`config.mk`:
```
export PLATFORM = sky130hd
export DESIGN_NAME = uart_baud_gen
export DESIGN_NICKNAME = d
export VERILOG_FILES = /design/src/rtl/uart_pkg.sv /design/src/rtl/uart_frac_div.sv /design/src/rtl/uart_baud_gen.sv
export SDC_FILE = /design/constraint.sdc
export NUM_CORES = 1
export LEC_CHECK = 0
export CAP_MARGIN = 20
export CELL_PAD_IN_SITES_DETAIL_PLACEMENT = 0
export CELL_PAD_IN_SITES_GLOBAL_PLACEMENT = 1
export CORE_ASPECT_RATIO = 2
export CORE_UTILIZATION = 45
export CTS_BUF_LIST = sky130_fd_sc_hd__clkbuf_2 sky130_fd_sc_hd__clkbuf_4 sky130_fd_sc_hd__clkbuf_8
export DETAILED_ROUTE_END_ITERATION = 6
export GPL_ROUTABILITY_DRIVEN = 1
export PLACE_DENSITY = 0.84
export SYNTH_ARGS = -nofsm -noshare
export SYNTH_HDL_FRONTEND = slang
export SYNTH_SLANG_ARGS = --single-unit
```
`constraint.sdc`:
```
create_clock -name clk -period 4.55 [get_ports clk]
set_clock_uncertainty 0.1 [all_clocks]
set_input_delay 1.365 -clock clk [delete_from_list [all_inputs] [get_ports clk]]
set_output_delay 1.365 -clock clk [all_outputs]
set_load 0.02 [all_outputs]
```
`src/rtl/uart_pkg.sv`:
```
// Shared UART baud-generator types, default widths and the divisor clamp helper.
package uart_pkg;

   localparam int UART_OSR_DEF = 16;
   localparam int UART_DIV_W   = 16;
   localparam int UART_FRAC_W  = 4;

   typedef struct packed {
      logic [UART_DIV_W-1:0]  div_int;
      logic [UART_FRAC_W-1:0] div_frac;
   } baud_cfg_t;

   // Below 2 the divider would tick on back-to-back cycles.
   function automatic logic [UART_DIV_W-1:0] uart_clamp_div(input logic [UART_DIV_W-1:0] d);
      return (d < UART_DIV_W'(2)) ? UART_DIV_W'(2) : d;
   endfunction

endpackage

```
`src/rtl/uart_frac_div.sv`:
```
// Fractional clock divider: one-cycle os_tick with average period div_int + div_frac/2^FRAC_W clk.
module uart_frac_div
   import uart_pkg::*;
(
   input  logic      clk,
   input  logic      rst,
   input  logic      en_i,
   input  logic      restart_i,
   input  logic      apply_i,
   input  baud_cfg_t cfg_i,
   output logic      tick_pre_o,
   output logic      os_tick_o
);

   localparam int CNT_W = UART_DIV_W + 1;

   logic [CNT_W-1:0]       cnt_q, cnt_d;
   logic [UART_FRAC_W-1:0] acc_q, acc_d;
   logic                   os_tick_q, os_tick_d;
   logic [CNT_W-1:0]       base;
   logic [UART_FRAC_W:0]   sum;

   assign base      = {1'b0, uart_clamp_div(cfg_i.div_int)};
   assign sum       = {1'b0, acc_q} + {1'b0, cfg_i.div_frac};
   assign os_tick_d = en_i && !restart_i && (cnt_q == CNT_W'(1));

   // cnt == 0 only right after enable; cnt == 1 is the last cycle of a period.
   always_comb begin
      cnt_d = cnt_q;
      acc_d = acc_q;
      if (!en_i) begin
         cnt_d = '0;
         acc_d = '0;
      end else if (restart_i) begin
         cnt_d = base;
         acc_d = '0;
      end else if (cnt_q == '0) begin
         cnt_d = base;
      end else if (cnt_q == CNT_W'(1)) begin
         if (apply_i) begin
            cnt_d = base;
            acc_d = '0;
         end else begin
            cnt_d = base + CNT_W'(sum[UART_FRAC_W]);
            acc_d = sum[UART_FRAC_W-1:0];
         end
      end else begin
         cnt_d = cnt_q - CNT_W'(1);
      end
   end

   always_ff @(posedge clk or posedge rst) begin
      if (rst) begin
         cnt_q     <= '0;
         acc_q     <= '0;
         os_tick_q <= 1'b0;
      end else begin
         cnt_q     <= cnt_d;
         acc_q     <= acc_d;
         os_tick_q <= os_tick_d;
      end
   end

   assign tick_pre_o = os_tick_d;
   assign os_tick_o  = os_tick_q;

endmodule

```
`src/rtl/uart_baud_gen.sv`:
```
// UART baud generator: oversample tick, bit-centre/bit-boundary ticks, baud clock and
// a shadowed divisor that only takes effect on a bit boundary, a resync or while idle.
module uart_baud_gen
   import uart_pkg::*;
#(
   parameter int DIV_W        = UART_DIV_W,
   parameter int FRAC_W       = UART_FRAC_W,
   parameter int OSR          = UART_OSR_DEF,
   parameter int DEF_DIV_INT  = 54,
   parameter int DEF_DIV_FRAC = 4
) (
   input  logic              clk,
   input  logic              rst,
   input  logic              en,
   input  logic              resync,
   input  logic              cfg_valid,
   output logic              cfg_ready,
   input  logic [DIV_W-1:0]  cfg_div_int,
   input  logic [FRAC_W-1:0] cfg_div_frac,
   output logic              cfg_pending,
   output logic              os_tick,
   output logic              mid_tick,
   output logic              baud_tick,
   output logic              baud_clk
);

   localparam int OS_W = $clog2(OSR);
   localparam baud_cfg_t DEF_CFG = '{div_int:  UART_DIV_W'(DEF_DIV_INT),
                                     div_frac: UART_FRAC_W'(DEF_DIV_FRAC)};

   logic [OS_W-1:0] os_cnt_q, os_cnt_d;
   logic            mid_q, mid_d;
   logic            baud_q, baud_d;
   logic            bclk_q, bclk_d;
   logic            pend_q, pend_d;
   logic            ready_q, ready_d;
   baud_cfg_t       shadow_q, shadow_d;
   baud_cfg_t       active_q, active_d;
   baud_cfg_t       cfg_in;
   logic            restart, accept, apply, tick_pre;

   assign restart = en && resync;
   assign accept  = cfg_valid && ready_q;
   assign cfg_in  = '{div_int: UART_DIV_W'(cfg_div_int), div_frac: UART_FRAC_W'(cfg_div_frac)};
   assign baud_d  = tick_pre && (os_cnt_q == OS_W'(OSR - 1));
   assign mid_d   = tick_pre && (os_cnt_q == OS_W'(OSR/2 - 1));
   assign apply   = pend_q && (!en || restart || baud_d);

   // The divider is fed the next-state divisor so a period starting on an apply edge uses it.
   uart_frac_div u_frac_div (
      .clk        (clk),
      .rst        (rst),
      .en_i       (en),
      .restart_i  (restart),
      .apply_i    (apply),
      .cfg_i      (active_d),
      .tick_pre_o (tick_pre),
      .os_tick_o  (os_tick)
   );

   always_comb begin
      os_cnt_d = os_cnt_q;
      if (!en || restart) begin
         os_cnt_d = '0;
      end else if (tick_pre) begin
         os_cnt_d = (os_cnt_q == OS_W'(OSR - 1)) ? '0 : os_cnt_q + OS_W'(1);
      end
      bclk_d = (os_cnt_d >= OS_W'(OSR/2));
   end

   // accept and apply are exclusive: accept needs ready, apply needs pending.
   always_comb begin
      active_d = active_q;
      shadow_d = shadow_q;
      pend_d   = pend_q;
      if (apply) begin
         active_d = shadow_q;
         pend_d   = 1'b0;
      end
      if (accept) begin
         if (en) begin
            shadow_d = cfg_in;
            pend_d   = 1'b1;
         end else begin
            active_d = cfg_in;
         end
      end
      ready_d = !pend_d;
   end

   always_ff @(posedge clk or posedge rst) begin
      if (rst) begin
         os_cnt_q <= '0;
         mid_q    <= 1'b0;
         baud_q   <= 1'b0;
         bclk_q   <= 1'b0;
         pend_q   <= 1'b0;
         ready_q  <= 1'b1;
         shadow_q <= DEF_CFG;
         active_q <= DEF_CFG;
      end else begin
         os_cnt_q <= os_cnt_d;
         mid_q    <= mid_d;
         baud_q   <= baud_d;
         bclk_q   <= bclk_d;
         pend_q   <= pend_d;
         ready_q  <= ready_d;
         shadow_q <= shadow_d;
         active_q <= active_d;
      end
   end

   assign mid_tick    = mid_q;
   assign baud_tick   = baud_q;
   assign baud_clk    = bclk_q;
   assign cfg_pending = pend_q;
   assign cfg_ready   = ready_q;

endmodule

```
==> results.md <==
* Status: complete, but fails checks
* Failing checks: DRC
* DR iter-0 viols at 313
* Net count, final at 554
* Via count at 3884
* Highest achievable clock rate at 227 MHz
* I/O pins at 31
* Gr usage total at 27.2%
* Core ar. at 9320 um2
* Routed wire per std cell at 20.8 um
* Unique cell type count in the Yosys netlist at 68
* Crit Path Max Fanout at 11
* Syn avg cell area at 9.81 um2
* CTS root buf: clkbuf_8
* Sequential cell area at 1790 um2
* Async set-or-reset flop fraction in the synthesized netlist at 100%
* Cell depth of the worst min-delay path at 1
* Synthesized area at 4320 um2
* Sequential fraction of the synthesis area at 41.4%
* CP Class: in2reg
* PwrDens at 415 nW/um2
* Lkg Pwr at 2.37 nW
* Largest net degree at the start of global routing at 40
* Critical-path cell list: clkbuf_2 -> nand3b_1 -> nand4_1 -> o21a_1 -> buf_12 -> o211ai_1 -> nand2_1 -> or4_4 -> o21ai_4 -> ha_4 -> o2111ai_4 -> nor2_4 -> nand2_2 -> or4_1 -> nand3_1
* Max IR drop VDD at 0.240 mV
* CP max stage delay at 580 ps
* Period utilization at 96.8%
* CTS buffer count at 9
* Die height at 141 um
* DRC at 4
* Die Footprint at 10000 um2
* CTS tree: yes
* Top cells by area, synth: dfrtp_1, dfstp_2, nand2_1, mux2_2, xnor2_1
* P&R area growth vs syn at 26.6%
* Unrepaired setup endpoints after global routing: false
* Vias in the first global route at 3850
* Post-synth top area share at 34.7%
* CP bufs+invs at 2
* Slowest CP cell: or4_4
* Area of the multi-input gates at 2490 um2
* Tot Pwr at 0.00227 W
* Setup slack, reg-to-reg at 490 ps
* Synth Register Bits at 71
* Hold Path End: shadow_q[18]
* Final WL at 13.0 mm
* Hold_sp: shadow_q[18]
* R2R depth at 16
* Hold_buf cts at 0
* Fill count at 801
* First-pass GRT wire length at 20.2 mm
* Min-Delay Path Class: reg2reg
* # diodes at 0
* Max-slew violation count at 0
* Ratio of cells with drive above 1 in the final layout at 30.0%
* Cell count after synthesis at 441
* CTS Sinks at 71
* Required @ worst endpoint at 4750 ps
* Yosys warning count at 0
* R2r endpoint: u_frac_div.cnt_q[14]
* Initial antenna violation count at 0
* Final Critical Period at 4410 ps
* Global placer's final weighted congestion at 0.980
* Synth Flop Type: dfrtp_1
* TritonRoute pass-1 iters at 7
* Crit path DAT at 4600 ps
* Final antenna-violating net count at 0
* Area leader, netlist: dfrtp_1
* Row count at 50
* RR Startpoint: os_cnt_q[0]
* Count of final setup violators at 0
* Post-synth EDFFs at 0
* TNS Setup at 0 ps
* Number of buffers added on ports at 30
* Synth top cells by count: nand2_1, dfrtp_1, nor2_1
* Die width at 71.3 um
* Initial Utilization at 46.4%
* Finished Core Util at 58.7%
* Syn Nets at 477
* GRT overflow at 0
* Max_slew headroom at 39.5%
* MaxCap Viol Count at 0
* Hold Vio Cnt, Final at 0
* Clk slew on worst S/H paths at 80 ps
* Most frequent cell after synthesis: nand2_1
* Crit start category: input port
* CTS max path bufs at 2
* Setup crit end kind: flop
* Final HPWL DP at 9.62 mm
* Delay-heaviest family, CP: simple AND/OR/NAND/NOR gates
* Worst-margin pin slew at 895 ps
* Worst-Skew Late Latency at 370 ps
* H-tree Lvls at 3
* DR vias/cell at 6.19
per-layer routing:
metal,GRT usage [%],up-vias,share of wire [%]
met5,0,-,0
met4,20.5,0,7.8
met3,3.72,58,4.2
met2,48.9,159,54
met1,27.8,1913,34
li1,-,1754,-
per-stage QoR:
stage | setup slack [ps] | cells | instance area [um2] | hold WS, ps
finish | 144 | 627 | 5470 | 414
global route | 18.9 | 627 | 5470 | 420
detailed placement | -673 | 605 | 5050 | 396
CTS | 6.21 | 621 | 5320 | 414
global placement | -558 | 605 | 5050 | 388
floorplan | 9.59 | 441 | 4350 | 379
cells in the final DEF, fill, tap and decap left out, drive strengths merged, types with 8 or more instances in the layout:
cell	n
ha	10
nand4	8
dfstp	11
nand3	20
clkdlybuf4s50	27
a21oi	23
clkbuf	11
nand2	64
inv	19
o21ai	9
o221ai	9
dfrtp	60
a211o	11
nor3	15
buf	57
xor2	9
xnor2	17
nand2b	9
mux2	20
nor2	24
layout make-up:
type,instances,area share [%]
multi-input combinational,332,45.5
inverter,17,1.17
tap,104,2.38
timing repair buffer,87,13.6
clock inverter,6,2.10
clock buffer,10,2.51
sequential,71,32.7
repair_timing:
item                       4_1_cts  5_1_grt
gates cloned                     0        0
setup endpoints to repair       11       12
buffers inserted                 0        5
pin swaps                        2       14
gates resized for setup          5       22
where the power goes:
group | total (W) | internal [W] | switching (W)
combinational | 0.000757 | 0.000348 | 0.000409
sequential | 0.000860 | 0.000754 | 0.000107
clock | 0.000653 | 0.000383 | 0.000270
state kept, by name, summed over array words and instances, names as in the netlist:
signal	cells
active_q	20
baud_clk	1
baud_tick	1
cfg_pending	1
cfg_ready	1
mid_tick	1
os_cnt_q	4
shadow_q	20
u_frac_div.acc_q	4
u_frac_div.cnt_q	17
u_frac_div.os_tick_o	1
kinds of logic after synthesis:
group / count (synthesis) / share of synthesized area (%)
XOR/XNOR: 26 / 5.27
adder cells (fa/ha/maj): 11 / 3.36
AO/OA/AOI/OAI: 99 / 18.3
multiplexers: 23 / 5.90
flip-flops: 71 / 41.4
AND/OR/NAND/NOR: 173 / 21.5
buffers and inverters: 38 / 4.25
how the worst max path moves through the flow:
stage | to | slack [ps] | startpoint | depth (start not counted)
6_report | u_frac_div.cnt_q[14] | 140 | en | 15
3_5_place_dp | u_frac_div.cnt_q[12] | -670 | en | 16
2_1_floorplan | u_frac_div.cnt_q[14] | 10 | resync | 19
3_3_place_gp | u_frac_div.cnt_q[14] | -560 | en | 14
5_1_grt | u_frac_div.cnt_q[14] | 20 | en | 15
4_1_cts | u_frac_div.cnt_q[12] | 6 | cfg_valid | 14
Power figures use the tool's default switching activity.
